--- src/rtl/ysyx22041405_pkg.sv ---
// Shared decode constants for the NPC IDU: ALU one-hot codes,
// RV32I opcodes and immediate formats.
package ysyx22041405_pkg;

  localparam logic [7:0] ALUADD    = 8'h80;
  localparam logic [7:0] ALULSHIFT = 8'h40;
  localparam logic [7:0] ALUSLT    = 8'h20;
  localparam logic [7:0] ALURSHIFT = 8'h10;
  localparam logic [7:0] ALUDIRECT = 8'h08;
  localparam logic [7:0] ALUAND    = 8'h04;
  localparam logic [7:0] ALUOR     = 8'h02;
  localparam logic [7:0] ALUXOR    = 8'h01;

  localparam logic [6:0] OP_LUI    = 7'b0110111;
  localparam logic [6:0] OP_AUIPC  = 7'b0010111;
  localparam logic [6:0] OP_JAL    = 7'b1101111;
  localparam logic [6:0] OP_JALR   = 7'b1100111;
  localparam logic [6:0] OP_BRANCH = 7'b1100011;
  localparam logic [6:0] OP_LOAD   = 7'b0000011;
  localparam logic [6:0] OP_STORE  = 7'b0100011;
  localparam logic [6:0] OP_IMM    = 7'b0010011;
  localparam logic [6:0] OP_OP     = 7'b0110011;
  localparam logic [6:0] OP_SYSTEM = 7'b1110011;

  localparam logic [31:0] INST_EBREAK = 32'h0010_0073;

  typedef enum logic [2:0] {
    IMM_I,
    IMM_S,
    IMM_B,
    IMM_U,
    IMM_J
  } imm_t;

  function automatic logic [7:0] f3_alu(input logic [2:0] f3);
    logic [7:0] op;
    unique case (f3)
      3'b000:  op = ALUADD;
      3'b001:  op = ALULSHIFT;
      3'b010:  op = ALUSLT;
      3'b011:  op = ALUSLT;
      3'b100:  op = ALUXOR;
      3'b101:  op = ALURSHIFT;
      3'b110:  op = ALUOR;
      default: op = ALUAND;
    endcase
    return op;
  endfunction

endpackage

--- src/rtl/ysyx22041405_imm_gen.sv ---
// Immediate generator: builds the sign-extended immediate
// for the selected RV32I instruction format.
module ysyx22041405_imm_gen
  import ysyx22041405_pkg::*;
#(
  parameter int WIDTH = 32
) (
  input  logic [31:7]      i_inst,
  input  imm_t             i_type,
  output logic [WIDTH-1:0] o_imm
);

  logic [31:0] w_imm;

  always_comb begin
    w_imm = '0;
    unique case (i_type)
      IMM_I: w_imm = {{20{i_inst[31]}}, i_inst[31:20]};
      IMM_S: w_imm = {{20{i_inst[31]}}, i_inst[31:25],
                      i_inst[11:7]};
      IMM_B: w_imm = {{19{i_inst[31]}}, i_inst[31], i_inst[7],
                      i_inst[30:25], i_inst[11:8], 1'b0};
      IMM_U: w_imm = {i_inst[31:12], 12'b0};
      IMM_J: w_imm = {{11{i_inst[31]}}, i_inst[31],
                      i_inst[19:12], i_inst[20],
                      i_inst[30:21], 1'b0};
      default: w_imm = '0;
    endcase
  end

  assign o_imm = w_imm;

endmodule

--- src/rtl/ysyx22041405_idu.sv ---
// RV32I decode stage: decodes one instruction per handshake and
// holds the ALU control word in a registered valid/ready slot.
module ysyx22041405_idu
  import ysyx22041405_pkg::*;
#(
  parameter int               WIDTH    = 32,
  parameter logic [WIDTH-1:0] PC_RESET = 32'h8000_0000
) (
  input  logic             clk,
  input  logic             rst_n,
  input  logic             in_valid,
  output logic             in_ready,
  input  logic [31:0]      in_inst,
  input  logic [WIDTH-1:0] in_pc,
  output logic [4:0]       rs1_addr,
  output logic [4:0]       rs2_addr,
  input  logic [WIDTH-1:0] rs1_data,
  input  logic [WIDTH-1:0] rs2_data,
  input  logic             flush,
  output logic             out_valid,
  input  logic             out_ready,
  output logic [WIDTH-1:0] out_pc,
  output logic [WIDTH-1:0] src1,
  output logic [WIDTH-1:0] src2,
  output logic [7:0]       alu_opcode,
  output logic             alu_sub,
  output logic             alu_unsigned,
  output logic             alu_arith,
  output logic [4:0]       rd,
  output logic             wen,
  output logic             ebreak,
  output logic             illegal
);

  logic [6:0]       w_opc;
  logic [2:0]       w_f3;
  logic [6:0]       w_f7;
  logic [4:0]       w_rd;
  logic             w_shift;
  imm_t             w_imm_type;
  logic [WIDTH-1:0] w_imm;

  assign w_opc    = in_inst[6:0];
  assign w_f3     = in_inst[14:12];
  assign w_f7     = in_inst[31:25];
  assign w_rd     = in_inst[11:7];
  assign w_shift  = (w_f3 == 3'b001) || (w_f3 == 3'b101);
  assign rs1_addr = in_inst[19:15];
  assign rs2_addr = in_inst[24:20];

  assign w_imm_type =
    (w_opc == OP_LUI || w_opc == OP_AUIPC) ? IMM_U :
    (w_opc == OP_STORE) ? IMM_S : IMM_I;

  ysyx22041405_imm_gen #(.WIDTH(WIDTH)) u_imm_gen (
    .i_inst (in_inst[31:7]),
    .i_type (w_imm_type),
    .o_imm  (w_imm)
  );

  logic [7:0]       w_alu;
  logic [WIDTH-1:0] w_src1;
  logic [WIDTH-1:0] w_src2;
  logic             w_sub;
  logic             w_uns;
  logic             w_arith;
  logic             w_wen_raw;
  logic             w_wen;
  logic             w_ebreak;
  logic             w_ill;

  always_comb begin
    w_alu     = '0;
    w_src1    = rs1_data;
    w_src2    = rs2_data;
    w_sub     = 1'b0;
    w_uns     = 1'b0;
    w_arith   = 1'b0;
    w_wen_raw = 1'b0;
    w_ebreak  = 1'b0;
    w_ill     = 1'b0;
    unique case (1'b1)
      w_opc == OP_LUI: begin
        w_alu     = ALUDIRECT;
        w_src1    = '0;
        w_src2    = w_imm;
        w_wen_raw = 1'b1;
      end
      w_opc == OP_AUIPC: begin
        w_alu     = ALUADD;
        w_src1    = in_pc;
        w_src2    = w_imm;
        w_wen_raw = 1'b1;
      end
      (w_opc == OP_JAL) || (w_opc == OP_JALR): begin
        w_alu     = ALUADD;
        w_src1    = in_pc;
        w_src2    = WIDTH'(4);
        w_wen_raw = 1'b1;
      end
      w_opc == OP_LOAD: begin
        w_alu     = ALUADD;
        w_src2    = w_imm;
        w_wen_raw = 1'b1;
      end
      w_opc == OP_STORE: begin
        w_alu  = ALUADD;
        w_src2 = w_imm;
      end
      w_opc == OP_BRANCH: begin
        // BEQ/BNE compare by subtraction, BLTU/BGEU unsigned
        w_alu = ALUSLT;
        w_sub = !w_f3[2];
        w_uns = w_f3[1];
        w_ill = (w_f3[2:1] == 2'b01);
      end
      w_opc == OP_IMM: begin
        w_alu     = f3_alu(w_f3);
        w_src2    = w_shift ? WIDTH'(in_inst[24:20]) : w_imm;
        w_arith   = (w_f3 == 3'b101) && w_f7[5];
        w_uns     = (w_f3 == 3'b011);
        w_wen_raw = 1'b1;
        w_ill     = w_shift &&
                    (({w_f7[6], w_f7[4:0]} != 6'b0) ||
                     ((w_f3 == 3'b001) && w_f7[5]));
      end
      w_opc == OP_OP: begin
        w_alu     = f3_alu(w_f3);
        w_sub     = w_f7[5] && (w_f3 == 3'b000);
        w_arith   = w_f7[5] && (w_f3 == 3'b101);
        w_uns     = (w_f3 == 3'b011);
        w_wen_raw = 1'b1;
        w_ill     = !((w_f7 == 7'h00) ||
                      ((w_f7 == 7'h20) &&
                       ((w_f3 == 3'b000) || (w_f3 == 3'b101))));
      end
      w_opc == OP_SYSTEM: begin
        w_ebreak = (in_inst == INST_EBREAK);
        w_ill    = (in_inst != INST_EBREAK);
      end
      default: w_ill = 1'b1;
    endcase
    if (w_ill) begin
      w_alu   = '0;
      w_sub   = 1'b0;
      w_uns   = 1'b0;
      w_arith = 1'b0;
    end
    w_wen = w_wen_raw && !w_ill && (w_rd != 5'd0);
  end

  logic             r_valid;
  logic [WIDTH-1:0] r_pc;
  logic [WIDTH-1:0] r_src1;
  logic [WIDTH-1:0] r_src2;
  logic [7:0]       r_alu;
  logic             r_sub;
  logic             r_uns;
  logic             r_arith;
  logic [4:0]       r_rd;
  logic             r_wen;
  logic             r_ebreak;
  logic             r_ill;
  logic             w_accept;

  assign in_ready = !r_valid || out_ready;
  assign w_accept = in_valid && in_ready && !flush;

  always_ff @(posedge clk or negedge rst_n) begin
    if (!rst_n) begin
      r_valid  <= 1'b0;
      r_pc     <= PC_RESET;
      r_src1   <= '0;
      r_src2   <= '0;
      r_alu    <= '0;
      r_sub    <= 1'b0;
      r_uns    <= 1'b0;
      r_arith  <= 1'b0;
      r_rd     <= '0;
      r_wen    <= 1'b0;
      r_ebreak <= 1'b0;
      r_ill    <= 1'b0;
    end else begin
      if (flush) begin
        r_valid <= 1'b0;
      end else if (w_accept) begin
        r_valid <= 1'b1;
      end else if (out_ready) begin
        r_valid <= 1'b0;
      end
      if (w_accept) begin
        r_pc     <= in_pc;
        r_src1   <= w_src1;
        r_src2   <= w_src2;
        r_alu    <= w_alu;
        r_sub    <= w_sub;
        r_uns    <= w_uns;
        r_arith  <= w_arith;
        r_rd     <= w_rd;
        r_wen    <= w_wen;
        r_ebreak <= w_ebreak;
        r_ill    <= w_ill;
      end
    end
  end

  assign out_valid    = r_valid;
  assign out_pc       = r_pc;
  assign src1         = r_src1;
  assign src2         = r_src2;
  assign alu_opcode   = r_alu;
  assign alu_sub      = r_sub;
  assign alu_unsigned = r_uns;
  assign alu_arith    = r_arith;
  assign rd           = r_rd;
  assign wen          = r_wen;
  assign ebreak       = r_ebreak;
  assign illegal      = r_ill;

endmodule

--- config.mk ---
export PLATFORM = sky130hd
export DESIGN_NAME = ysyx22041405_idu
export DESIGN_NICKNAME = d
export VERILOG_FILES = /design/src/rtl/ysyx22041405_pkg.sv /design/src/rtl/ysyx22041405_imm_gen.sv /design/src/rtl/ysyx22041405_idu.sv
export SDC_FILE = /design/constraint.sdc
export NUM_CORES = 1
export LEC_CHECK = 0
export ABC_AREA = 1
export BUFFER_PORTS_ARGS = -buffer_cell sky130_fd_sc_hd__buf_2
export CORE_ASPECT_RATIO = 0.8
export CORE_MARGIN = 5
export CORE_UTILIZATION = 48
export DETAILED_ROUTE_END_ITERATION = 6
export PLACE_DENSITY = 0.81
export SETUP_SLACK_MARGIN = 0.3
export SLEW_MARGIN = 20
export SYNTH_ARGS = -nofsm -noshare
export SYNTH_HDL_FRONTEND = slang
export SYNTH_SLANG_ARGS = --single-unit
--- constraint.sdc ---
create_clock -name clk -period 1.9 [get_ports clk]
set_input_delay 0.38 -clock clk [delete_from_list [all_inputs] [get_ports clk]]
set_output_delay 0.38 -clock clk [all_outputs]
set_load 0.005 [all_outputs]
# [Yosys cells after proc, flatten, opt, wreduce, memory -nomap -nowiden]
# Cells that the tools add are included.
[classes] eq_ne=24 n_mux=21 n_reduce_logical=34
[op_table] op="$pmux W32 S5" count=1
[op_table] op="$pmux W32 S3" count=1
[op_table] op="$pmux W32 S2" count=1
[op_table] op="$pmux W8 S6" count=1
[op_table] op="$eq A32 B21 Y1 const B" count=1
[op_table] op="$mux W32" count=1
[op_table] op="$ne A32 B21 Y1 const B" count=1
[op_table] op="$pmux W8 S4" count=1
[op_table] op="$eq A7 B6 Y1 const B" count=4
[op_table] op="$eq A7 B7 Y1 const B" count=4
[op_table] op="$eq A7 B5 Y1 const B" count=2
[op_table] op="$mux W1" count=10
[op_table] op="$eq A3 B3 Y1 const B" count=3
[op_table] op="$logic_and A1 B1 Y1" count=9
[op_table] op="$mux W8" count=1
[op_table] op="$reduce_or A4 Y1" count=2
[op_table] op="$eq A7 B2 Y1 const B" count=1
[op_table] op="$logic_not A7 Y1" count=1
[op_table] op="$logic_or A1 B1 Y1" count=7
[op_table] op="$eq A3 B2 Y1 const B" count=2
[op_table] op="$logic_not A3 Y1" count=2
[op_table] op="$reduce_bool A6 Y1" count=1
[op_table] op="$reduce_or A2 Y1" count=3
[op_table] op="$reduce_or A6 Y1" count=1
[op_table] op="other kinds (11)" count=18
[word_totals] ff_bits=116 output_inout_bits=127 wordCells=91 inputBits=133

# [Logic depth before layout (Yosys ltp)]
# Gate-level depths: netlist (run 1).
[depth] ltp_word=9 mapped_depth=13 ltp_nobuf=12

# [Hierarchy]
# Synthesis (run 1) repeated with hierarchy kept, for this count alone.
[hier_totals] cells_unflattened=854 area_unflattened_um2=6391.1
[by_module_without_submodules] mod="ysyx22041405_idu" n_inst=1 area_each_um2=5796.8 cells_per_inst=752 seq_area_each_um2=2904.0
[by_module_without_submodules] mod="ysyx22041405_imm_gen" n_inst=1 area_each_um2=594.3 cells_per_inst=102 seq_area_each_um2=0.0

# [Worst setup path before layout (run 1)]
# No wires, ideal clock.
[synth_timing] path_kind="input to register" startpoint="input port in_inst[1]" endpoint="register r_src2[2] (netlist: src2[2])" path_buffers=0 setup_time_ns=0.116 slack_ns=0.354 path_stages=11 arrival_ns=1.429 required_time_ns=1.784 cell_sequence="nand2_1 > inv_1 > nand2_1 > nor3_1 > nor2_1 > nand2_1 > nand2_1 > nand2_1 > nand2_1 > nand2_1 > nand2_1"
[synth_between] elab_chain_cells=7 elab_cells_between_ends=20 classes_between="eq/ne (11); mux (5); reduce/logical (4)"
[synth_lines] item="start, declared" line_no="ysyx22041405_idu.sv:13" rtl="input logic [31:0] in_inst,"
[synth_lines] item="$eq A7 B6 Y1, or another cell as far along" line_no="ysyx22041405_idu.sv:53, ysyx22041405_idu.sv:106"
[synth_lines] item="$mux W1 / $logic_or A1 B1 Y1 (equally long branches)" line_no="ysyx22041405_idu.sv:53, ysyx22041405_idu.sv:52"
[synth_lines] item="$mux W2" line_no="ysyx22041405_idu.sv:52" rtl="(w_opc == OP_LUI || w_opc == OP_AUIPC) ? IMM_U :"
[synth_lines] item="$eq A2 B3 Y1, or another cell as far along" line_no="ysyx22041405_imm_gen.sv:17" rtl="unique case (i_type)"
[synth_lines] item="$pmux W32 S5" line_no="ysyx22041405_imm_gen.sv:17"
[synth_lines] item="$mux W32" line_no="ysyx22041405_idu.sv:119" rtl="w_src2 = w_shift ? WIDTH'(in_inst[24:20]) : w_imm;"
[synth_lines] item="$pmux W32 S3 *" line_no="ysyx22041405_idu.sv:82" rtl="unique case (1'b1)"
[synth_lines] item="end signal, assigned" line_no="ysyx22041405_idu.sv:194" rtl="r_src2 <= w_src2;"
[synth_lines] item="end, declared" line_no="ysyx22041405_idu.sv:155" rtl="logic [WIDTH-1:0] r_src2;"
# Mark *: on every way between the ends. The rest lies on a longest branch, timed or not.
# A chain may end at the register's enable or synchronous reset.

# [Final worst setup path (run 1)]
[layout_timing] startpoint="input port in_inst[13]" endpoint="register r_wen (netlist: wen)"
[layout_between] elab_chain_cells=9 elab_cells_between_ends=17 classes_between="eq/ne (4); mux (1); reduce/logical (12)"
[layout_lines] item="$eq A3 B3 Y1 / $logic_not A3 Y1 (equally long branches)" line_no="ysyx22041405_idu.sv:47, ysyx22041405_idu.sv:135"
[layout_lines] item="$logic_or A1 B1 Y1" line_no="ysyx22041405_idu.sv:135" rtl="((w_f3 == 3'b000) || (w_f3 == 3'b101))));"
[layout_lines] item="$logic_and A1 B1 Y1" line_no="ysyx22041405_idu.sv:134" rtl="((w_f7 == 7'h20) &&"
[layout_lines] item="$logic_or A1 B1 Y1" line_no="ysyx22041405_idu.sv:133" rtl="w_ill = !((w_f7 == 7'h00) ||"
[layout_lines] item="$logic_not A1 Y1" line_no="ysyx22041405_idu.sv:133"
[layout_lines] item="$pmux W1 S5 *" line_no="ysyx22041405_idu.sv:82"
[layout_lines] item="$logic_not A1 Y1 *" line_no="ysyx22041405_idu.sv:149" rtl="w_wen = w_wen_raw && !w_ill && (w_rd != 5'd0);"
[layout_lines] item="$logic_and A1 B1 Y1 * (2 in series)" line_no="ysyx22041405_idu.sv:149"
[layout_lines] item="end signal, assigned" line_no="ysyx22041405_idu.sv:200" rtl="r_wen <= w_wen;"
[layout_lines] item="end, declared" line_no="ysyx22041405_idu.sv:161" rtl="logic r_wen;"
# Marked as above.

==> results of run 1 <==
## sequential cells by signal, indices dropped and copies added, names as in the netlist, 5 cells and up
register	count
rd	5
alu_opcode	8
out_pc	32
src2	32
src1	32
## critical path, stage by stage
cell and delay [ns]:
buf_2 0.13, nor2_1 0.22, nand2_1 0.14, nor2_1 0.10, nand2_1 0.08, nor2_1 0.15, nor2_1 0.09, nor2_4 0.24
nand4_1 0.20, nand2_1 0.10
## power by group through the flow
stage	combinational, mW	clock [mW]	sequential, mW
2_1_floorplan	0.510	0	3.05
6_report	1.28	3.41	2.99
3_5_place_dp	1.29	0	3.02
5_1_grt	1.43	3.58	3.03
3_3_place_gp	1.27	0	3.01
4_1_cts	1.30	3.47	2.98
## cells in the mapped netlist (all sizes together)
library cell  number  area [um2]
nand4              9        56.3
buf               35         210
dfrtp            115        2880
a22oi             32         240
o21ai             39         195
or2               10        62.6
nor3               3        26.3
nor2              60         245
nand2            404        1530
a21oi              3        15.0
inv               35         131
o22ai              1        6.26
nand3             39         210
clkbuf            15        56.3
dfstp              1        26.3
## final cells by class
type                            instances  share of cell area (%)
Clock inverter                         12                    2.21
Clock buffer                           20                    5.71
Timing Repair Buffer                  277                    19.2
Tap cell                              152                    2.38
Sequential cell                       116                    36.3
Multi-Input combinational cell        600                    32.5
Inverter                               35                    1.64
## repair_timing
action / 4_1_cts / 5_1_grt
gates resized for setup: 0 / 2
hold buffers: 0 / 0
endpoints found under the hold margin: 0 / 0
endpoints found under the setup margin: 0 / 31
## kinds of logic (layout without fill, tap and decap cells)
kind of cell / count (synthesis) / count (layout) / synth area share (%)
and+or+nand+nor: 525 / 525 / 36.2
DFF: 116 / 116 / 49.3
buffers and inverters: 85 / 344 / 6.75
AOI/OAI and AO/OA: 75 / 75 / 7.75
## metrics by stage
| step | setup slack [ns] | power, mW | hold slack (ns) |
|---|---|---|---|
| after floorplan | 0.354 | 3.56 | 0.0844 |
| after global placement | 0.0783 | 4.28 | 0.433 |
| after detailed placement | 0.0429 | 4.31 | 0.433 |
| after CTS | 0.325 | 7.75 | 0.00401 |
| after global routing | 0.300 | 8.04 | 0.0192 |
| final | 0.408 | 7.68 | -0.0179 |
## worst min path at each step
| stage | startpoint | end | slack, ns | cells after the start |
|---|---|---|---|---|
| after floorplan | rst_n | alu_arith | 0.08 | 0 |
| after global placement | rst_n | src2[30] | 0.43 | 2 |
| after detailed placement | rst_n | src2[30] | 0.43 | 2 |
| after CTS | rst_n | src2[30] | 0.004 | 2 |
| after global routing | rst_n | src2[30] | 0.02 | 2 |
| final | rst_n | src2[30] | -0.02 | 2 |
## metal layers
metal | part of all wire (%) | track usage, % | vias to the layer above
met2 | 46 | 37.6 | 259
li1 | - | - | 3019
met5 | 0 | 0 | -
met4 | 2.3 | 9.25 | 0
met1 | 43 | 34.3 | 2822
met3 | 8.3 | 6.32 | 35
==> impl_metrics.json, run 1 <==
{
  "powerDensity_nw_per_um2": 961,
  "grt_pass1_vias": 5582,
  "viasPerCell": 5.06,
  "fill_cells": 1074,
  "first_pass_iters": 7,
  "max_freq_mhz": 670,
  "cts.sinks": 116,
  "rsz0062_at_grt": "false",
  "clk_pin_slew_ns": 0.06,
  "p_int_mw": 5.65,
  "fin_crit_sh_pct": 78.5,
  "p_comb_share_pct": 16.7,
  "drc": 0,
  "placed_area_um2": 7360,
  "detail_route.wl_per_cell_um": 15.4,
  "synthCells": 801,
  "yosys_warnings": 0,
  "final_nets": 1180,
  "drive_gt1_share_pct": 31.1,
  "critPathLaunch": "in_inst[13]",
  "final_common_cell": "nand2_1",
  "portBuffers": 259,
  "outcome": "complete, but fails checks",
  "maxCapViolCount": 0,
  "timing.rr.start": "out_valid",
  "design.portCount": 260,
  "multi_input_area_um2": 2600,
  "drt_iter0_drc": 604,
  "slew_violations": 0,
  "reg2reg_slack_ns": 0.42,
  "overflow": 0,
  "post-route-cell-area_um2": 8000,
  "rows": 36,
  "initial_core_util_pct": 48.6,
  "die_w_um": 134,
  "hold_viol_final": 10,
  "netSwitchingFraction_pct": 26.5,
  "slew_headroom_pct": 63.7,
  "utilization_pct": 66.0,
  "critPathKind": "primary input to flop",
  "numCtsBuffers": 17,
  "r2r_end": "wen",
  "clk-insertion-delay-late_ns": 0.40,
  "syn2layout_area_growth_pct": 35.8,
  "endpoint": "wen",
  "wirelength_mm": 18.7,
  "ir_drop_mv": 0.543,
  "seqCellArea_um2": 2900,
  "root_buffer": "clkbuf_16",
  "cp_max_fo": 10,
  "cp.required_ns": 2.24,
  "htree_levels": 4,
  "ys_seq_elements": 116,
  "vias": 6135,
  "netlist_area_um2": 5890,
  "die_h_um": 109,
  "fp.coreArea_um2": 12100,
  "final_cell_mix": "nand2_1 (399), buf_2 (258), dfrtp_1 (115)",
  "finalSetupViolCount": 0,
  "crit_path_start_kind": "primary input",
  "antenna_found_initial": 0,
  "min_path_type": "primary input to async pin",
  "dpl.cell_count": 1180,
  "postRouteAntennaNets": 0,
  "dieArea_um2": 14600,
  "final.setup.tns_ns": 0,
  "end_kind": "flop",
  "hold_slack_ns": -0.0179,
  "diodes": 0,
  "arrival_ns": 1.83,
  "synth_cell_types": 27,
  "post-cts-setup-buffers": 0,
  "tritoncts": "built",
  "final_cell_count_no_fill": 1212,
  "clkPwrFrac_pct": 44.4,
  "min_period_ns": 1.49,
  "grt_use_total_pct": 24.7,
  "dpl.hpwl_mm": 13.6,
  "seq_power_share_pct": 38.9,
  "violations": "negative hold slack",
  "synth_fp_nets": 934,
  "r2r_cells": 8,
  "grt_max_degree": 75,
  "leakage_nw": 4.67,
  "grt_pass1_wl_mm": 28.8,
  "avgSynthCellArea_um2": 7.35,
  "cts_max_path_buffers": 2,
  "yosysSeqAreaShare_pct": 49.3,
  "power.net_switching_mw": 2.03,
  "finClkSkew_ns": 0.00791,
  "tightestPinTransition_ns": 0.544,
  "gp_congestion": 0.907
}
No activity file was read; power rests on OpenSTA's default activity.
==> run 2, diff against run 1 <==
--- a/config.mk
+++ b/config.mk
@@ -9,9 +9,9 @@
 export BUFFER_PORTS_ARGS = -buffer_cell sky130_fd_sc_hd__buf_2
 export CORE_ASPECT_RATIO = 0.8
 export CORE_MARGIN = 5
-export CORE_UTILIZATION = 48
+export CORE_UTILIZATION = 43
 export DETAILED_ROUTE_END_ITERATION = 6
-export PLACE_DENSITY = 0.81
+export PLACE_DENSITY = 0.77
 export SETUP_SLACK_MARGIN = 0.3
 export SLEW_MARGIN = 20
 export SYNTH_ARGS = -nofsm -noshare
==> constraint.sdc (replaced) <==
create_clock -name clk -period 1.2 [get_ports clk]
set_input_delay 0.24 -clock clk [delete_from_list [all_inputs] [get_ports clk]]
set_output_delay 0.24 -clock clk [all_outputs]
set_load 0.005 [all_outputs]
==> run 2 against run 1 <==
The flow finishes with violations (negative setup slack). Largest power group unchanged. Count of clock-buffer cells in the layout down 1. Utilization up 9.2 points. Sequential power up 59%. Routed wire length up 24%. Die area up 11%. Cell count up 15%. Largest cell class is now buffers.
==> impl_metrics.json, run 2 (synthesized netlist as in run 1, its figures left out) <==
{
  "min_path_type": "primary input to flop",
  "violations": "negative setup slack",
  "dpl.hpwl_mm": 15.1,
  "htree_levels": 4,
  "tritoncts": "built",
  "drt_iter0_drc": 568,
  "utilization_pct": 75.2,
  "dieArea_um2": 16200,
  "maxCapViolCount": 0,
  "die_h_um": 115,
  "portBuffers": 259,
  "initial_core_util_pct": 43.6,
  "ir_drop_mv": 1.07,
  "antenna_found_initial": 1,
  "syn2layout_area_growth_pct": 72.3,
  "cts_max_path_buffers": 2,
  "root_buffer": "clkbuf_16",
  "final_common_cell": "nand2_1",
  "rows": 38,
  "worstPathCellList": "inv_2 -> nor2_2 -> inv_2 -> buf_6 -> nand2_8 -> buf_8 -> buf_12 -> clkbuf_16 -> nand2_1 -> nand2_1",
  "timing.final.ws_setup_ns": -0.261,
  "max_freq_mhz": 685,
  "arrival_ns": 1.76,
  "ctsHoldBuffers": 1,
  "post-route-cell-area_um2": 10100,
  "finalPower_mw": 13.4,
  "vias": 7047,
  "overflow": 0,
  "drc": 0,
  "min_period_ns": 1.46,
  "postRouteAntennaNets": 0,
  "fill_cells": 977,
  "tightestPinTransition_ns": 0.389,
  "rsz0062_at_grt": "true",
  "cp_slowest_cell": "dfrtp_1",
  "drive_gt1_share_pct": 46.3,
  "slew_violations": 0,
  "critPathKind": "flop to flop",
  "cts.sinks": 116,
  "crit_path_max_incr_delay_ns": 0.38,
  "wirelength_mm": 23.2,
  "crit_buf_inv": 6,
  "die_w_um": 141,
  "clk_pin_slew_ns": 0.06,
  "slew_headroom_pct": 74.0,
  "outcome": "complete, but fails checks",
  "gp_congestion": 0.925,
  "detail_route.wl_per_cell_um": 16.5,
  "fp.coreArea_um2": 13500,
  "leakage_nw": 5.74,
  "crit_path_start_kind": "flop",
  "powerDensity_nw_per_um2": 1320,
  "grt_use_total_pct": 27.1,
  "cp_max_fo": 6,
  "clk-insertion-delay-late_ns": 0.42,
  "grt_pass1_vias": 6615,
  "first_pass_iters": 5,
  "numCtsBuffers": 17,
  "viasPerCell": 5.04,
  "final_cell_mix": "nand2_1 (357), buf_2 (253), buf_4 (131)",
  "end_kind": "flop",
  "finClkSkew_ns": 0.00944,
  "cp.required_ns": 1.50,
  "grt_max_degree": 37,
  "crit_family": "buffers and inverters",
  "grt_pass1_wl_mm": 34.4,
  "finalSetupViolCount": 119,
  "placed_area_um2": 8190,
  "fin_crit_sh_pct": 122,
  "design.portCount": 260,
  "hold_viol_final": 0,
  "final_nets": 1338
}
-- run 2: changes by cell type in the layout (fill, tap and decap cells not counted), sizes merged --
cell / delta
buf: +153
bufbuf: +2
clkbuf: +1
clkinv: +1
clkinvlp: -1
diode: +1
dlygate4sd3: +1
inv: +1
-- run 2: what timing repair did --
item | in CTS | in global routing
endpoints found under the hold margin | 115 | 1
gates cloned | 11 | 2
endpoints found under the setup margin | 232 | 233
resized for setup | 36 | 59
pin swaps | 5 | 13
setup buffers | 41 | 33
-- run 2: layer usage --
layer	part of all wire [%]	up-vias	global-route usage (%)
li1	-	3354	-
met1	41	3312	35.7
met2	48	336	43.0
met3	8.6	45	7.43
met4	2.7	0	10.1
met5	0	-	0
-- run 2: per-stage QoR --
step                setup TNS, ns  hold WS (ns)  cells  setup WS (ns)
floorplan                   -5.71       -0.0556    801         -0.125
global placement           -25.38         0.247   1278         -0.413
detailed placement         -30.99         0.255   1278         -0.429
CTS                        -17.26      0.000674   1363         -0.223
global route               -26.74      -0.00528   1399         -0.318
finish                     -17.91        0.0117   1399         -0.261
-- run 2: report_power, final --
part / switching [mW] / internal, mW
combinational: 1.46 / 1.66
sequential: 0.304 / 4.45
clock: 1.98 / 3.57
total: 3.75 / 9.68
-- run 2: path summary, 6_finish.rpt --
check | start | endpoint | slack, ns | depth (start not counted)
min reg2reg | out_pc[29] | out_pc[29] | 0.47 | 2
max reg2reg | out_valid | alu_arith | -0.26 | 10
max | out_valid | alu_arith | -0.26 | 10
min in group asynchronous | rst_n | src1[30] | 0.37 | 3
min | flush | out_valid | 0.01 | 2
max in group asynchronous | rst_n | src1[16] | 0.51 | 3
-- run 2: layout make-up --
class,count,area [um2],share of cell area (%)
inverter,35,171,1.69
tap,180,225,2.22
clock buffer,19,443,4.36
clock inverter,13,198,1.95
antenna,1,2.50,0.0247
sequential,116,2900,28.6
multi-input combinational,600,2960,29.1
timing repair buffer,435,3250,32.0
-- run 2: worst register-to-register path: stages (launching register included) --
cell and delay (ns):
dfrtp_1 0.38, inv_2 0.06, nor2_2 0.03, inv_2 0.07, buf_6 0.11, nand2_8 0.09, buf_8 0.19, buf_12 0.13
clkbuf_16 0.16, nand2_1 0.07, nand2_1 0.05
==> run 3, diff against run 2 <==
--- a/config.mk
+++ b/config.mk
@@ -5,13 +5,12 @@
 export SDC_FILE = /design/constraint.sdc
 export NUM_CORES = 1
 export LEC_CHECK = 0
-export ABC_AREA = 1
 export BUFFER_PORTS_ARGS = -buffer_cell sky130_fd_sc_hd__buf_2
 export CORE_ASPECT_RATIO = 0.8
 export CORE_MARGIN = 5
-export CORE_UTILIZATION = 43
+export CORE_UTILIZATION = 42
 export DETAILED_ROUTE_END_ITERATION = 6
-export PLACE_DENSITY = 0.77
+export PLACE_DENSITY = 0.76
 export SETUP_SLACK_MARGIN = 0.3
 export SLEW_MARGIN = 20
 export SYNTH_ARGS = -nofsm -noshare
==> run 3 against run 2 <==
The run still ends with negative setup slack left. Utilization fell by 1.0 points. Area after synthesis decreased by 7.1%. Worst setup slack worse by 0.15 ns. Count of clock-buffer cells in the layout decreased by 1.
==> impl_metrics.json, run 3 <==
{
  "min_to": "out_pc[31]",
  "outcome": "complete, but fails checks",
  "cp_slowest_cell": "dfrtp_1",
  "synth_fp_nets": 746,
  "detail_route.wl_per_cell_um": 19.0,
  "antenna_found_initial": 0,
  "final_common_cell": "buf_2",
  "overflow": 0,
  "utilization_pct": 74.2,
  "max_freq_mhz": 621,
  "root_buffer": "clkbuf_16",
  "min_from": "in_pc[31]",
  "synthTopCellsByCount": "nand2_1 (150), dfrtp_1 (115), nor2_1 (92), a221oi_1 (39), o21ai_0 (27)",
  "slew_violations": 0,
  "synth.area.top_cells": "dfrtp_1 (53%), nand2_1 (10%), nor2_1 (6.3%)",
  "crit_path_start_kind": "flop",
  "first_pass_iters": 6,
  "yosysSeqAreaShare_pct": 53.1,
  "gp_congestion": 0.913,
  "leakage_nw": 4.76,
  "async_flop_share_pct": 100,
  "reg2reg_slack_ns": -0.41,
  "pre_cts_ws_ns": -0.681,
  "vias": 6375,
  "numCtsBuffers": 17,
  "final.setup.tns_ns": -34.94,
  "drc": 0,
  "violations": "negative setup slack",
  "finalSetupViolCount": 117,
  "tritoncts": "built",
  "synth_top_area_share_pct": 52.6,
  "yosys_most_used_dff": "dfrtp_1",
  "cts_max_path_buffers": 2,
  "design.portCount": 260,
  "diodes": 0,
  "clk_pin_slew_ns": 0.06,
  "postRouteAntennaNets": 0,
  "end_kind": "flop",
  "fin_crit_sh_pct": 134,
  "hold_viol_final": 0,
  "die_w_um": 138,
  "synth_edf_count": 0,
  "clk-insertion-delay-late_ns": 0.41,
  "cts.sinks": 116,
  "crit_path_max_incr_delay_ns": 0.40,
  "tightestPinTransition_ns": 0.597,
  "synth_top_cell_by_area": "dfrtp_1",
  "grt_use_total_pct": 26.5,
  "synth_cell_types": 48,
  "r2r_end": "src1[16]",
  "ys_seq_elements": 116,
  "timing.final.ws_setup_ns": -0.411,
  "rsz0062_at_grt": "true",
  "die_h_um": 112,
  "grt_pass1_wl_mm": 32.1,
  "htree_levels": 4,
  "min_period_ns": 1.61,
  "finClkSkew_ns": 0.00958,
  "worstPathCellList": "nor2b_4 -> buf_4 -> nor3b_4 -> buf_6 -> buf_12 -> buf_12 -> nor2_1 -> nor2_1",
  "dpl.hpwl_mm": 14.7,
  "portBuffers": 259,
  "r2r_cells": 8,
  "final_nets": 1140,
  "dieArea_um2": 15400,
  "yosys_warnings": 0,
  "slew_headroom_pct": 60.1,
  "fp.coreArea_um2": 12800,
  "placed_area_um2": 7740,
  "cp_max_fo": 8,
  "timing.rr.start": "out_valid",
  "final_cell_mix": "buf_2 (255), buf_4 (136), nand2_1 (119)",
  "post-route-cell-area_um2": 9510,
  "avgSynthCellArea_um2": 8.92,
  "dpl.cell_count": 1083,
  "grt_pass1_vias": 6127,
  "final_cell_count_no_fill": 1195,
  "initial_core_util_pct": 42.7,
  "maxCapViolCount": 0,
  "wirelength_mm": 22.7,
  "synthCells": 613,
  "yosysMostFrequentCell": "nand2_1",
  "rows": 37,
  "min_path_type": "primary input to flop",
  "ir_drop_mv": 0.893,
  "grt_max_degree": 45,
  "drive_gt1_share_pct": 54.7,
  "netlist_area_um2": 5470,
  "drt_iter0_drc": 512,
  "viasPerCell": 5.33,
  "arrival_ns": 1.93,
  "syn2layout_area_growth_pct": 73.8,
  "cp.required_ns": 1.51,
  "powerDensity_nw_per_um2": 1350,
  "critPathKind": "flop to flop",
  "hold_depth": 3
}
[run 3: cell count changes in the layout (fill, tap and decap cells not counted), sizes merged, moves of 4 or more]
cell | before | now
or2 | 10 | 0
inv | 38 | 8
a21oi | 3 | 26
a22oi | 32 | 4
nand3 | 39 | 16
nand2 | 404 | 150
nor2 | 60 | 92
buf | 430 | 426
nor4 | 0 | 4
a2bb2oi | 0 | 19
a221oi | 0 | 39
[run 3: repair_timing]
action | in CTS | in global routing
endpoints found under the setup margin | 232 | 234
hold endpoints to repair | 48 | 0
gates cloned | 3 | 5
pin swaps | 13 | 33
gates resized for setup | 38 | 62
buffers inserted | 29 | 42
hold buffers | 1 | 0
[run 3: final cells by class]
| cell class | instances | area [um2] |
|---|---|---|
| tap | 175 | 219 |
| multi-input combinational | 435 | 2730 |
| sequential | 116 | 2900 |
| clock buffer | 18 | 439 |
| fill | 894 | 3310 |
| inverter | 5 | 18.8 |
| timing repair buffer | 432 | 3050 |
| clock inverter | 14 | 153 |
[run 3: worst max-delay path by stage]
stage / startpoint / end / slack (ns)
6_report: out_valid / src1[16] / -0.41
5_1_grt: out_valid / src1[9] / -0.47
4_1_cts: out_valid / alu_sub / -0.33
3_5_place_dp: in_inst[1] / src2[29] / -0.68
3_3_place_gp: in_inst[1] / src2[24] / -0.64
2_1_floorplan: in_inst[5] / src2[31] / -0.28
[run 3: kinds of logic after synthesis]
| logic type | synth area share [%] |
|---|---|
| simple gates | 23.0 |
| compound gates | 18.2 |
| flops | 53.1 |
| buf+inv | 5.56 |
| xor+xnor | 0.160 |
[run 3: per-stage QoR]
step	total power, mW	hold slack, ns
after detailed placement	7.05	0.138
after global routing	13.3	0.0340
final	12.8	0.0416
after global placement	6.99	0.139
after CTS	12.4	0.0191
after floorplan	5.68	-0.0556
[run 3: routing by layer]
layer | vias to the layer above | global-route usage [%] | share of wire (%)
met2 | 300 | 43.5 | 50
li1 | 2919 | - | -
met4 | 0 | 8.51 | 2.7
met3 | 54 | 5.02 | 6.7
met5 | - | 0 | 0
met1 | 3102 | 35.3 | 40
[run 3: power breakdown]
group          internal (mW)  total [mW]  leakage, nW  switching, mW
registers               4.44        4.75         1.40          0.302
logic                   1.57        2.98         3.08           1.42
clock network           3.13        5.08        0.285           1.95
[run 3: critical path, delay by kind of cell, from the launching register on]
| family | cells | cell delay (ns) |
|---|---|---|
| buffers and inverters | 4 | 0.58 |
| and+or+nand+nor | 4 | 0.53 |
| DFF | 1 | 0.40 |
